==> config.mk <==
export PLATFORM = sky130hd
export DESIGN_NAME = mod16_count_monitor
export DESIGN_NICKNAME = d
export VERILOG_FILES = /design/src/rtl/mod16_count_monitor_pkg.sv /design/src/rtl/mod16_count_monitor_sat_counter.sv /design/src/rtl/mod16_count_monitor.sv
export SDC_FILE = /design/constraint.sdc
export NUM_CORES = 1
export LEC_CHECK = 0
export CORE_MARGIN = 4
export CORE_UTILIZATION = 45
export CTS_CLUSTER_DIAMETER = 50
export DETAILED_ROUTE_END_ITERATION = 10
export HOLD_SLACK_MARGIN = 0.06
export PLACE_DENSITY = 0.79
export REMOVE_ABC_BUFFERS = 1
export SKIP_CTS_REPAIR_TIMING = 1
export SLEW_MARGIN = 20
export SYNTH_ARGS = -nofsm -noshare
export SYNTH_HDL_FRONTEND = slang
export SYNTH_SLANG_ARGS = --single-unit
==> constraint.sdc <==
create_clock -name clk -period 2.01 [get_ports clk]
set_input_delay 0.402 -clock clk [delete_from_list [all_inputs] [get_ports clk]]
set_output_delay 0.402 -clock clk [all_outputs]
set_load 0.02 [all_outputs]
==> src/rtl/mod16_count_monitor_pkg.sv <==
// rtl/mod16_count_monitor_pkg.sv - shared types and defaults for the count monitor
package mod16_count_monitor_pkg;

  typedef enum logic [1:0] {
    ACQUIRE = 2'd0,
    VERIFY  = 2'd1,
    LOCKED  = 2'd2
  } state_t;

  localparam int DEFAULT_WIDTH      = 4;
  localparam int DEFAULT_LOCK_STEPS = 3;

endpackage

==> src/rtl/mod16_count_monitor_sat_counter.sv <==
// rtl/mod16_count_monitor_sat_counter.sv - saturating event counter with clear priority
module sat_counter #(
  parameter int W = 8
) (
  input  logic         clk_i,
  input  logic         rst_n_i,
  input  logic         inc_i,
  input  logic         clr_i,
  output logic [W-1:0] count_o
);

  logic [W-1:0] count_q;

  // clear beats a simultaneous increment
  always_ff @(posedge clk_i or negedge rst_n_i) begin
    if (!rst_n_i) begin
      count_q <= '0;
    end else if (clr_i) begin
      count_q <= '0;
    end else if (inc_i && (count_q != '1)) begin
      count_q <= count_q + W'(1);
    end
  end

  assign count_o = count_q;

endmodule

==> src/rtl/mod16_count_monitor.sv <==
// rtl/mod16_count_monitor.sv - checks an upstream count advances by +1 mod 2**WIDTH,
// locks onto a valid sequence and reports wrap, match and step-error events
module mod16_count_monitor
  import mod16_count_monitor_pkg::*;
#(
  parameter int WIDTH      = DEFAULT_WIDTH,
  parameter int LOCK_STEPS = DEFAULT_LOCK_STEPS,
  parameter int ERR_CNT_W  = 8,
  parameter int WRAP_CNT_W = 8
) (
  input  logic                  clk,
  input  logic                  reset,
  input  logic                  en,
  input  logic [WIDTH-1:0]      count_in,
  input  logic [WIDTH-1:0]      match_value,
  input  logic                  clear,
  output logic                  locked,
  output logic                  wrap_pulse,
  output logic                  match_pulse,
  output logic                  step_error,
  output logic                  error_sticky,
  output logic [ERR_CNT_W-1:0]  error_count,
  output logic [WRAP_CNT_W-1:0] wrap_count
);

  localparam int GOOD_W = (LOCK_STEPS < 2) ? 1 : $clog2(LOCK_STEPS + 1);

  state_t             state_q;
  logic [WIDTH-1:0]   prev_q;
  logic [GOOD_W-1:0]  good_q;
  logic               locked_q;
  logic               wrap_q;
  logic               match_q;
  logic               step_err_q;
  logic               sticky_q;

  logic [WIDTH-1:0]   prev_inc;
  logic               good_step;
  logic               err_ev;
  logic               wrap_ev;

  assign prev_inc  = prev_q + WIDTH'(1);
  assign good_step = en && (count_in == prev_inc);
  assign err_ev    = en && (state_q == LOCKED) && !good_step;
  assign wrap_ev   = en && (state_q == LOCKED) && good_step && (count_in == '0);

  always_ff @(posedge clk or negedge reset) begin
    if (!reset) begin
      state_q    <= ACQUIRE;
      prev_q     <= '0;
      good_q     <= '0;
      locked_q   <= 1'b0;
      wrap_q     <= 1'b0;
      match_q    <= 1'b0;
      step_err_q <= 1'b0;
      sticky_q   <= 1'b0;
    end else begin
      wrap_q     <= wrap_ev;
      step_err_q <= err_ev;
      match_q    <= en && (count_in == match_value);
      if (clear) begin
        sticky_q <= 1'b0;
      end else if (err_ev) begin
        sticky_q <= 1'b1;
      end
      if (en) begin
        prev_q <= count_in;
        unique case (state_q)
          ACQUIRE: begin
            good_q  <= '0;
            state_q <= VERIFY;
          end
          VERIFY: begin
            if (good_step && (good_q == GOOD_W'(LOCK_STEPS - 1))) begin
              state_q  <= LOCKED;
              good_q   <= '0;
              locked_q <= 1'b1;
            end else if (good_step) begin
              good_q <= good_q + GOOD_W'(1);
            end else begin
              good_q <= '0;
            end
          end
          LOCKED: begin
            // a bad sample becomes the new reference for re-verification
            if (!good_step) begin
              state_q  <= VERIFY;
              good_q   <= '0;
              locked_q <= 1'b0;
            end
          end
          default: begin
            state_q  <= ACQUIRE;
            good_q   <= '0;
            locked_q <= 1'b0;
          end
        endcase
      end
    end
  end

  sat_counter #(.W(ERR_CNT_W)) u_err_cnt (
    .clk_i   (clk),
    .rst_n_i (reset),
    .inc_i   (err_ev),
    .clr_i   (clear),
    .count_o (error_count)
  );

  sat_counter #(.W(WRAP_CNT_W)) u_wrap_cnt (
    .clk_i   (clk),
    .rst_n_i (reset),
    .inc_i   (wrap_ev),
    .clr_i   (clear),
    .count_o (wrap_count)
  );

  assign locked       = locked_q;
  assign wrap_pulse   = wrap_q;
  assign match_pulse  = match_q;
  assign step_error   = step_err_q;
  assign error_sticky = sticky_q;

endmodule

==> impl_summary.md, run 1 <==
Pwr
IR analysis of the VDD net gives a maximum drop of 0.4028 mV. Dividing total power by cell area gives a power density of 530.4 mW/mm2. Summing internal, switching and leakage power gives 1209 uW. The leakage power of the design is 0.001001 uW.

Setup path
The delay of the slowest cell on the worst path is 0.49 ns. The dominant delay contributor by cell family on the critical path is simple AND/OR/NAND/NOR gates. The critical path goes through ha_2 -> and3_1 -> a211o_4 -> nor3_4 -> or4b_4 -> a21oi_2. The master of the slowest instance on the critical path is sky130_fd_sc_hd__or4b_4. Along the worst path, the maximum fanout reaches 5. The combined buffer and inverter count along the critical path is 0. Data on the critical path arrives at its endpoint at 2.28 ns. The worst setup path is launched from a register. At the worst endpoint, the required time is 2.28 ns. The kind of critical path is register to register. STA classifies the critical path endpoint as a register.

Global routing
Global routing consumed, over all layers together, 18.77% of the routing resources. The initial antenna violation count came to 0. The maximum number of pins on one net before global-route repair is 30. The wire length of the first global-routing pass is 6.265 mm. The number of global-route vias before repair is 1,442.

For this run the aggregate overflow at the end of global routing stands at 0.

STA
The final critical-path required period is 2.016 ns. The number of endpoints with negative hold slack in the final report is 0. The final max-slew violation count was 0. The post-route worst setup slack is -0.006439 ns. The final worst clock skew is 0.007866 ns. Based on the critical path, the design can be clocked at up to 495.9 MHz. Setup repair after global routing could not meet its margin everywhere. After routing, the total negative slack on setup checks comes to -0.006439 ns. The relative slew slack is 73.69%. The final critical-path share of the clock period is 100.3%. The count of endpoints failing setup in the final report is 1. The pin slew with the least headroom to its limit is 0.3914 ns.

Synth
The share of Yosys cell area claimed by the top area cell type is 46.55%. Counting every instance in the synthesized netlist gives 150. The most used flip-flop cell after synthesis is sky130_fd_sc_hd__dfrtp_1.

The total number of yosys warnings is 0. Of all flip-flops after synthesis, the portion carrying an async set or reset was 100.0%. The number of library cell types mapped by synthesis is 41.

The largest total area in the synthesized netlist belongs to sky130_fd_sc_hd__dfrtp_1. In this run the mean area of a mapped cell was 10.39 um2. In this run, synthesis produced a sequential element count of 29.

Yosys attributes the largest share of cell area to sky130_fd_sc_hd__dfrtp_1, sky130_fd_sc_hd__xnor2_1, sky130_fd_sc_hd__xor2_1. The synthesized cell area is 0.001559 mm2. The sequential cell area fraction in the yosys report is 46.55%. In this run, synthesis inferred 0 flip-flops with an integrated enable.

Outcome
The checks that failed: negative setup slack. The run finished, with violations left.

Place
The placed instance count is 246. The wire-length estimate of the detail-placed layout is 2.798 mm. At the placement stage, the worst setup path has a slack of -0.5464 ns. Routability-driven placement finished with a final weighted congestion of 0.8363. The count of buffers from port buffering is 32.

Route
After the first detailed-routing iteration, the DRC count stood at 56. In the final routed layout, each cell accounts on average for 15.72 um. The overall via count from detail_route is 1,416.

Using the TritonRoute via totals, the vias-per-cell ratio works out to 5.488. In this run the remaining antenna-violating nets after routing total 0. After detailed routing, the total wire length is 4.056 mm. After detailed routing, the number of remaining DRC violations is 0. The length of the first detailed-routing pass in iterations is 4.

Job
The reported max-cap violation count is 0.

Cells and area
The non-filler instance count after layout is 258. The number of nets in the final layout is 227. The post-layout utilization of the core is 68.28%. The share of final-layout standard cells stronger than drive strength 1 is 25.94%. Relative to the synthesized area, the layout overhead comes to 46.15%. The final antenna diode count is 0.

Floorplan
The die is 66.86 um wide. Once the floorplan was initialized, standard cells occupied 46.72% of the core. The die is 66.86 um tall.

The floorplan has 21 rows. The area inside the core boundary is 0.003337 mm2. For this design the top-level I/O count stands at 33. The die covers 0.004470 mm2.

Min path
In this run the worst hold path is classified as primary input to register.

CTS
The CTS tree is done. Counting along the longest clock path gives a buffer depth of 2. Clock tree synthesis found a total of 29 sinks. The number of buffers created by CTS is 5. The cell sitting at the root of the clock tree is a sky130_fd_sc_hd__clkbuf_4.

The clock insertion delay at the later pin of the skew report is 0.33 ns. The number of H-tree levels is 2. The CTS clock-pin slew for the worst setup and hold paths is 0.09 ns.
## final cells by class
type | count | area (um2)
inverter | 7 | 26.28
timing repair buffer | 59 | 540.5
clock buffer | 7 | 65.06
tap | 46 | 57.56
multi-input combinational | 109 | 858.3
clock inverter | 1 | 5.005
sequential | 29 | 725.7
fill | 275 | 1059
## cell families after synthesis
logic type / Yosys count / synth area share, %
DFF: 29 / 46.55
AOI/OAI and AO/OA: 28 / 12.92
and+or+nand+nor: 55 / 20.30
buffers and inverters: 12 / 2.890
muxes: 7 / 4.815
xor gates and xnor gates: 15 / 9.310
adders and majority gates: 4 / 3.210
## per-stage QoR
step / area, um2 / hold WS [ns]
floorplan: 1540 / 0.1064
global placement: 2091 / 0.4600
detailed placement: 2091 / 0.4756
CTS: 2161 / 0.4564
global route: 2278 / 0.3973
finish: 2278 / 0.4111
## metal layers
| metal | wire length, um | track usage, % | vias to the layer above |
|---|---|---|---|
| met4 | 77 | 7.595 | 0 |
| li1 | - | - | 674 |
| met5 | 0 | 0 | - |
| met1 | 1651 | 20.11 | 704 |
| met2 | 2184 | 34.53 | 28 |
| met3 | 143 | 4.890 | 10 |
## placed cells by master (no fill, tap or decap), drive strengths merged, types with 2 or more instances in the layout
cell | Yosys | layout
or3 | 2 | 2
xnor2 | 8 | 8
nand3 | 4 | 4
a211o | 2 | 2
xor2 | 6 | 6
dfrtp | 29 | 29
clkdlybuf4s50 | 0 | 28
o22ai | 2 | 2
o41ai | 3 | 3
buf | 2 | 27
ha | 4 | 4
nand2b | 2 | 2
nor3 | 2 | 2
and2 | 2 | 2
mux2i | 3 | 3
clkbuf | 3 | 7
nor4 | 5 | 5
nand2 | 11 | 11
and3 | 4 | 4
a41oi | 2 | 2
dlymetal6s2s | 0 | 4
o21a | 4 | 4
o31ai | 3 | 3
o21ai | 4 | 4
a21oi | 6 | 6
mux2 | 4 | 4
inv | 7 | 7
nor2 | 12 | 12
or4 | 3 | 3
## final timing paths
kind / startpoint / to / slack [ns] / cells after the start
hold reg to reg: good_q[1]$_DFFE_PN0P_ / good_q[1]$_DFFE_PN0P_ / 0.49 / 2
setup reg to reg: u_wrap_cnt.count_o[1]$_DFFE_PN0P_ / u_wrap_cnt.count_o[6]$_DFFE_PN0P_ / -0.006 / 6
min in group asynchronous: reset / u_err_cnt.count_o[3]$_DFFE_PN0P_ / 0.44 / 2
hold / removal: count_in[2] / wrap_pulse$_DFF_PN0_ / 0.41 / 3
setup / recovery: u_wrap_cnt.count_o[1]$_DFFE_PN0P_ / u_wrap_cnt.count_o[6]$_DFFE_PN0P_ / -0.006 / 6
max in group asynchronous: reset / prev_q[0]$_DFFE_PN0P_ / 1.28 / 2
## registers in the layout (all words and copies together), names as in the netlist
name,count
good_q,2
error_sticky,1
prev_q,4
u_wrap_cnt.count_o,8
locked,1
match_pulse,1
u_err_cnt.count_o,8
step_error,1
state_q,2
wrap_pulse,1
## synthesized netlist by cell type, types with 2 or more instances
cell / count
sky130_fd_sc_hd__xor2_1: 6
sky130_fd_sc_hd__o22ai_1: 2
sky130_fd_sc_hd__o31ai_1: 3
sky130_fd_sc_hd__ha_1: 4
sky130_fd_sc_hd__and3_1: 4
sky130_fd_sc_hd__or3_1: 2
sky130_fd_sc_hd__nand2_1: 11
sky130_fd_sc_hd__o41ai_1: 3
sky130_fd_sc_hd__clkbuf_1: 3
sky130_fd_sc_hd__inv_1: 7
sky130_fd_sc_hd__dfrtp_1: 29
sky130_fd_sc_hd__or4_1: 2
sky130_fd_sc_hd__a41oi_1: 2
sky130_fd_sc_hd__o21a_1: 4
sky130_fd_sc_hd__and2_1: 2
sky130_fd_sc_hd__nand2b_1: 2
sky130_fd_sc_hd__nand3_1: 4
sky130_fd_sc_hd__o21ai_0: 4
sky130_fd_sc_hd__a21oi_1: 6
sky130_fd_sc_hd__nor2_1: 12
sky130_fd_sc_hd__buf_1: 2
sky130_fd_sc_hd__mux2i_1: 3
sky130_fd_sc_hd__xnor2_1: 8
sky130_fd_sc_hd__nor4_1: 5
sky130_fd_sc_hd__mux2_2: 4
## tightest hold or removal path, stage by stage
cell and delay [ns]:
sky130_fd_sc_hd__dlymetal6s2s_1 0.11, sky130_fd_sc_hd__or4_4 0.15, sky130_fd_sc_hd__nor3_1 0.05
## where the power goes
group	leakage, uW	total (uW)	switching [uW]	internal, uW
registers	0.000386	602	8.83	593
clock network	0.0000413	411	208	202
logic	0.000574	196	96.0	100
(Power assumes the default switching activity.)
==> inputs of run 2 (changes only) <==
Settings changed: CORE_UTILIZATION 45 to 46, SYNTH_HIERARCHICAL set to 1.
==> run 2 against run 1 <==
- the run still ends with negative setup slack left
- synthesized cell count is 7.3% higher
- non-clock buffer count is 2 lower
- critical path depth is 1 higher
- clock skew is 0.0011 ns lower
- design area is 7.1% higher
- synthesized area is 6.2% higher
- total power is 4.2% lower
- sequential cell count stayed put
- die area is 3.4% higher
- critical endpoint is now u_wrap_cnt/count_o[5]$_DFFE_PN0P_
- largest cell class unchanged
- highest routed layer unchanged
==> impl_summary.md, run 2 <==
Cells and area
The area of all placed cells without fillers was 0.002440 mm2 (+7.1%). The number of nets in the final layout was 236 (+4.0%). The non-filler instance count after layout is 267 (+3.5%). The final antenna diode count was 0 (unchanged). In the layout the commonest cells are sky130_fd_sc_hd__clkdlybuf4s50_1, sky130_fd_sc_hd__dfrtp_1, sky130_fd_sc_hd__buf_4. The post-layout utilization of the core was 71.43% (+3.1 points). The share of final-layout standard cells stronger than drive strength 1 is 33.94% (+8.0 points).

The area growth from synthesis to layout is 47.39%. The leading cell type in the layout, fill and taps excluded is sky130_fd_sc_hd__clkdlybuf4s50_1.

Floorplan
The area enclosed by the die boundary is 0.004622 mm2 (+3.4%). The width of the chip is 67.99 um (+1.7%). The die height is 67.99 um (+1.7%).

The area inside the core boundary was 0.003416 mm2 (+2.4%). The count of boundary I/O pins is 33 (unchanged). The number of rows in the core area was 21 (unchanged). The initial core utilization is 48.46% (+1.7 points).

STA
Setup repair after global routing could not meet its margin everywhere. The post-route worst setup slack is -0.1541 ns (-0.1477 ns). The count of endpoints failing setup in the final report is 11 (+10). The fmax is 462.1 MHz (-6.8%). The final max-slew violation count is 0 (unchanged).

The final worst hold slack is 0.4682 ns (+0.05719 ns). The final worst clock skew is 0.006773 ns (-0.001092 ns). The final critical-path share of the clock period is 107.7% (+7.3 points). The relative slew slack is 72.91% (-0.78 points). The pin slew with the least headroom to its limit is 0.4053 ns (+0.01396 ns). The number of endpoints with negative hold slack in the final report came to 0 (unchanged).

The final critical-path required period is 2.164 ns (+0.1477 ns).

Min path
The tightest min-delay check is of the primary input to asynchronous set/reset pin type.

Synth
The count of flip-flops with a built-in enable after synthesis is 0 (unchanged). The share of Yosys cell area claimed by the top area cell type is 43.84% (-2.7 points). The fraction of registers with async set or reset after synthesis is 100.0% (unchanged). The sequential cell area fraction in the yosys report is 43.84% (-2.7 points). The number of library cell types mapped by synthesis is 39 (-4.9%).

The cell type with the largest total area after synthesis is sky130_fd_sc_hd__dfrtp_1. The most used flip-flop cell after synthesis is sky130_fd_sc_hd__dfrtp_1. The synthesized cell area came to 0.001655 mm2 (+6.2%).

In the synthesized netlist, the cells that appear most often are sky130_fd_sc_hd__dfrtp_1, sky130_fd_sc_hd__nor3_1, sky130_fd_sc_hd__inv_1, sky130_fd_sc_hd__mux2_2. The post-synthesis cell count is 161 (+7.3%). Sorting the synthesized cells by area gives the leading types as sky130_fd_sc_hd__dfrtp_1, sky130_fd_sc_hd__mux2_2, sky130_fd_sc_hd__nor3_1. The number of synthesized register bits is 29 (unchanged). The total number of yosys warnings is 6 (+6). The average size of a mapped cell is 10.28 um2 (-1.1%).

The most used standard cell by instance count after synthesis is sky130_fd_sc_hd__dfrtp_1.

Setup path
The kind of critical path is primary input to register. The worst setup path is captured at a register. The master of the slowest instance on the critical path is sky130_fd_sc_hd__clkdlybuf4s50_1. Traced cell by cell, the critical path runs through clkdlybuf4s50_1 -> buf_4 -> nor4_1 -> and2_4 -> nand3_4 -> a2111oi_1 -> nor3b_1. The data required time at the worst endpoint is 2.20 ns (-0.08 ns). The combined buffer and inverter count along the critical path is 2 (+2). The top fanout value on the critical path was 5 (unchanged). The cell family contributing the most delay on the critical path is simple AND/OR/NAND/NOR gates. The delay of the slowest cell on the worst path is 0.51 ns (+0.02 ns). The data arrival time of the critical path is 2.35 ns (+0.07 ns). The worst setup path is launched from a primary input.

CTS
The clock sink count was 29 (unchanged). The number of H-tree levels is 2 (unchanged). The clock root buffer is sky130_fd_sc_hd__clkbuf_4.

The number of buffers created by CTS is 5 (unchanged). TritonCTS built the clock tree. The number of buffers on the longest clock path came to 2 (unchanged).

The clock insertion delay at the later pin of the skew report is 0.33 ns (about the same). The CTS clock-pin slew for the worst setup and hold paths is 0.09 ns (about the same).

Route
The total detailed-routing wirelength came to 4.333 mm (+6.8%). The mean number of vias per cell was 5.734 (+4.5%). The number of violations reported at the end of detailed-routing iteration 0 was 112 (+100%). The overall via count from detail_route was 1,531 (+8.1%). The average detailed-routed wire length per instance is 16.23 um (+3.2%). The number of nets with antenna violations after routing is 0 (unchanged).

The number of remaining DRC errors came to 0 (unchanged). The length of the first detailed-routing pass in iterations came to 4 (unchanged).

Pwr
The leakage power of the design is 0.0009980 uW (-0.34%). The power per standard cell area is 474.7 mW/mm2 (-11%). The worst-case vdd ir drop came to 0.4014 mV (-0.34%). The sum of internal, switching and leakage power came to 1158 uW (-4.2%).

Global routing
The all-layer global routing usage came to 18.64% (-0.13 points). The maximum number of pins on one net before global-route repair is 30 (unchanged). The wire length of the first global-routing pass is 6.396 mm (+2.1%). The global route total overflow is 0 (unchanged). The initial antenna violation count is 0 (unchanged).

The number of global-route vias before repair is 1,439 (-0.21%).

Outcome
The final reports fail on negative setup slack. The flow ran to the end, but the final reports show violations.

Place
The half-perimeter wire length of the detailed placement result is 2.875 mm (+2.8%). The count of buffers from port buffering is 32 (unchanged). The placed instance count is 255 (+3.7%). The placed cell area is 0.002170 mm2 (+3.8%).

The routability congestion estimate is 0.7968 (-4.7%).

Job
The reported max-cap violation count is 0 (unchanged).
==> run 2: cell count changes in the layout (fill, tap and decap cells not counted), sizes merged, moves of 4 or more <==
cell,before,now
nor2,12,6
mux2,4,9
nor3,2,12
nor2b,1,6
nand3,4,9
nand2,11,6
xnor2,8,3
o21a,4,0
nand2b,2,7
==> run 2: worst register-to-register path, delay by kind of cell (launching register included) <==
family          cells  cell delay, ns
flops               1            0.44
compound gates      1            0.44
xor+xnor            1            0.17
simple gates        5            0.70
fa+ha+maj           1            0.28
==> run 2: final cells by class <==
class	instances	area, um2
inverter	10	37.54
clock buffer	8	48.80
tap	46	57.56
sequential	29	725.7
timing repair buffer	57	520.5
fill	253	975.9
multi-input combinational	117	1050
==> run 2: final timing paths <==
check | cells past startpoint | slack, ns | to | from
min in group clk | 3 | 0.53 | prev_q[2]$_DFFE_PN0P_ | count_in[2]
max in group asynchronous | 2 | 1.26 | u_err_cnt/count_o[2]$_DFFE_PN0P_ | reset
max reg2reg | 8 | -0.15 | u_wrap_cnt/count_o[5]$_DFFE_PN0P_ | prev_q[1]$_DFFE_PN0P_
min | 2 | 0.47 | locked$_DFFE_PN0P_ | reset
min reg2reg | 1 | 0.54 | good_q[1]$_DFFE_PN0P_ | good_q[1]$_DFFE_PN0P_
max | 7 | -0.15 | u_wrap_cnt/count_o[5]$_DFFE_PN0P_ | count_in[1]
==> run 2: kinds of logic (layout without fill, tap and decap cells) <==
family,after synthesis,count (layout),synth area share (%)
XOR/XNOR,9,9,6.501
flip-flops,29,29,43.84
multiplexers,11,11,7.332
AND/OR/NAND/NOR,66,66,24.04
AO/OA/AOI/OAI,27,27,11.72
buffers and inverters,15,75,3.553
adder cells (fa/ha/maj),4,4,3.024
==> run 2: layer usage <==
layer | track usage [%] | up-vias | routed length, um
met3 | 5.583 | 10 | 237
met2 | 34.78 | 60 | 2389
met4 | 4.467 | 0 | 59
met5 | 0 | - | 0
li1 | - | 706 | -
met1 | 20.44 | 755 | 1647
==> run 2: power by group <==
group	leakage [uW]	switching [uW]	total [uW]	internal (uW)
clock network	0.0000265	198	337	139
logic	0.000586	103	219	115
registers	0.000386	9.65	603	593
==> run 2: per-stage QoR <==
| stage | setup TNS (ns) | worst slack, ns |
|---|---|---|
| 2_1_floorplan | -2.137 | -0.3845 |
| 3_3_place_gp | -5.344 | -0.4586 |
| 3_5_place_dp | -7.046 | -0.6109 |
| 4_1_cts | -4.842 | -0.4944 |
| 5_1_grt | -1.670 | -0.1744 |
| 6_report | -0.6042 | -0.1541 |
==> inputs of run 3 (changes only) <==
Settings changed: CORE_MARGIN 4 to not set.
==> run 3 against run 2 <==
- the flow still finishes with violations (negative setup slack)
- critical path depth is 2 higher
- largest cell class unchanged
- via count fell by 4.0%
- sequential share of layout area rose by 0.50 points
- first-iteration DRC count down 4.5%
- total power increased by 1.4%
- utilization down 0.63 points
==> impl_summary.md, run 3 (same netlist as run 2, synthesis figures left out) <==
CTS
The clock sink count was 29 (unchanged). The number of H-tree levels was 2 (unchanged). The number of buffers on the longest clock path is 2 (unchanged). The clock root buffer is sky130_fd_sc_hd__clkbuf_4. The number of buffers created by CTS is 5 (unchanged). The CTS clock-pin slew for the worst setup and hold paths is 0.09 ns (about the same). TritonCTS built the clock tree. The clock insertion delay at the later pin of the skew report was 0.33 ns (about the same).

Setup path
The number of cells on the worst reg-to-reg path is 9 (+1). The worst setup path is captured at a register. By startpoint and endpoint, the worst setup path is classified as register to register. The top fanout value on the critical path is 6 (+1). The data arrival time of the critical path is 2.31 ns (-0.04 ns). The worst setup path is launched from a register.

The data required time at the worst endpoint is 2.27 ns (+0.07 ns).

Pwr
The switching power summed over all nets is 308.2 uW (-0.88%). The power share of the sequential group was 51.2% (-0.8 points). The internal power contribution was 865.9 uW (+2.2%). The power per standard cell area came to 489.3 mW/mm2 (+3.1%). The switching fraction of total power is 26.25% (-0.60 points). The combinational share of power was 17.7% (-1.2 points).

The leakage power of the design is 0.0009847 uW (-1.3%). The worst-case vdd ir drop was 0.4063 mV (+1.2%). The share of power burned in the clock network is 31.1% (+2.0 points).

Route
The highest layer used for signal routing is met4. The detailed-route wire length on metal 1 is 1.650 mm (+0.18%). The routed length on met3 is 182 um (-23%).

The number of remaining DRC errors is 0 (unchanged). The average detailed-routed wire length per instance is 15.97 um (-1.6%). The number of violations reported at the end of detailed-routing iteration 0 was 107 (-4.5%). The overall via count from detail_route was 1,470 (-4.0%). The mean number of vias per cell was 5.654 (-1.4%). The number of nets with antenna violations after routing is 0 (unchanged). The routed length on met2 is 2.214 mm (-7.3%). The length of the first detailed-routing pass in iterations is 4 (unchanged). The total detailed-routing wirelength is 4.151 mm (-4.2%).

Place
The routability congestion estimate is 0.7980 (+0.15%). The count of buffers from port buffering is 32 (unchanged). The placed cell area came to 0.002140 mm2 (-1.4%).

The half-perimeter wire length of the detailed placement result was 2.699 mm (-6.1%).

Min path
The class of the tightest hold or removal check is primary input to asynchronous set/reset pin.

Global routing
The number of global-route vias before repair is 1,350 (-6.2%). The wire length of the first global-routing pass came to 5.713 mm (-11%). The maximum number of pins on one net before global-route repair is 30 (unchanged). The initial antenna violation count is 0 (unchanged). The all-layer global routing usage is 20.85% (+2.2 points).

The global route total overflow was 0 (unchanged).

STA
The final worst clock skew came to 0.008600 ns (+0.001827 ns). The pin slew with the least headroom to its limit is 0.5486 ns (+0.1432 ns). Setup repair after global routing could not meet its margin everywhere. The final critical-path required period is 2.053 ns (-0.1108 ns). The post-route worst setup slack is -0.04333 ns (+0.1108 ns). The final critical-path share of the clock period came to 102.2% (-5.5 points). The fmax is 487.0 MHz (+5.4%). The count of endpoints failing setup in the final report was 8 (-3). The final max-slew violation count came to 0 (unchanged).

The relative slew slack is 63.31% (-9.6 points). The number of endpoints with negative hold slack in the final report was 0 (unchanged).

Cells and area
The post-layout utilization of the core is 70.80% (-0.63 points). Relative to the synthesized area, the layout overhead comes to 44.97%. The area of all placed cells without fillers is 0.002400 mm2 (-1.6%). The top cell types in the final layout, fill and taps aside, are sky130_fd_sc_hd__dfrtp_1, sky130_fd_sc_hd__clkdlybuf4s50_1, sky130_fd_sc_hd__buf_4.

The share of final-layout standard cells stronger than drive strength 1 was 31.31% (-2.6 points). The number of nets in the final layout came to 230 (-2.5%). The final antenna diode count is 0 (unchanged). The count of fill cells added during filler insertion is 254 (+0.40%).

Outcome
The checks that failed: negative setup slack. The flow ran to the end, but the final reports show violations.

Floorplan
The area enclosed by the die boundary came to 0.003842 mm2 (-17%). The number of rows in the core area is 21 (unchanged). The width of the chip is 61.99 um (-8.8%).

The initial core utilization is 48.84% (+0.38 points). The die height is 61.99 um (-8.8%). The area inside the core boundary is 0.003390 mm2 (-0.77%). The count of boundary I/O pins was 33 (unchanged).

Job
The reported max-cap violation count is 0 (unchanged).
[run 3: cell count changes in the layout (fill, tap and decap cells not counted), sizes merged]
cell / before / now
buf: 25 / 19
clkbuf: 8 / 7
clkdlybuf4s50: 30 / 29
dlymetal6s2s: 2 / 3
[run 3: worst max-delay path: stages (launching register included)]
cell and delay, ns:
sky130_fd_sc_hd__dfrtp_1 0.43, sky130_fd_sc_hd__ha_4 0.18, sky130_fd_sc_hd__xnor3_1 0.21, sky130_fd_sc_hd__nand4_4 0.12, sky130_fd_sc_hd__buf_6 0.13, sky130_fd_sc_hd__o211ai_1 0.14
sky130_fd_sc_hd__inv_2 0.12, sky130_fd_sc_hd__nand3_2 0.10, sky130_fd_sc_hd__or3_1 0.34, sky130_fd_sc_hd__a211oi_2 0.21
[run 3: layer usage]
| metal | up-vias | GRT usage, % |
|---|---|---|
| met3 | 11 | 4.141 |
| met1 | 718 | 23.14 |
| met2 | 48 | 37.23 |
| met4 | 0 | 11.43 |
| met5 | - | 0 |
| li1 | 693 | - |
[run 3: path summary, 6_finish.rpt]
path | start | end | slack (ns)
max | prev_q[1]$_DFFE_PN0P_ | u_err_cnt/count_o[7]$_DFFE_PN0P_ | -0.04
min | reset | u_err_cnt/count_o[3]$_DFFE_PN0P_ | 0.45
max reg2reg | prev_q[1]$_DFFE_PN0P_ | u_err_cnt/count_o[7]$_DFFE_PN0P_ | -0.04
min reg2reg | good_q[1]$_DFFE_PN0P_ | good_q[1]$_DFFE_PN0P_ | 0.53
max in group asynchronous | reset | error_sticky$_DFFE_PN0P_ | 1.28
min in group clk | count_in[2] | prev_q[2]$_DFFE_PN0P_ | 0.47
[run 3: per-stage QoR]
step	std cells	total power (uW)	TNS, ns	hold slack (ns)	setup WS, ns
after detailed placement	251	789.3	-7.547	0.4992	-0.6316
after global routing	260	1221	-1.260	0.4895	-0.1596
after floorplan	156	690.6	-2.137	0.1064	-0.3845
after global placement	251	777.8	-5.631	0.4949	-0.4527
final	260	1174	-0.1318	0.4529	-0.04333
after CTS	258	1147	-3.429	0.4555	-0.4148
[run 3: power groups by stage]
| stage | Combinational, uW | Sequential, uW | Clock, uW |
|---|---|---|---|
| 2_1_floorplan | 78.2 | 612 | 0 |
| 3_3_place_gp | 167 | 610 | 0 |
| 3_5_place_dp | 178 | 611 | 0 |
| 4_1_cts | 179 | 600 | 369 |
| 5_1_grt | 225 | 603 | 392 |
| 6_report | 208 | 602 | 365 |
[run 3: final cells by class]
type / instances / area (um2) / area share (%)
multi-input cells: 117 / 1042 / 43.43
inverters: 10 / 37.54 / 1.564
clock buffers: 7 / 55.05 / 2.294
flip-flops and latches: 29 / 725.7 / 30.24
well taps: 46 / 57.56 / 2.398
repair buffers: 51 / 481.7 / 20.07
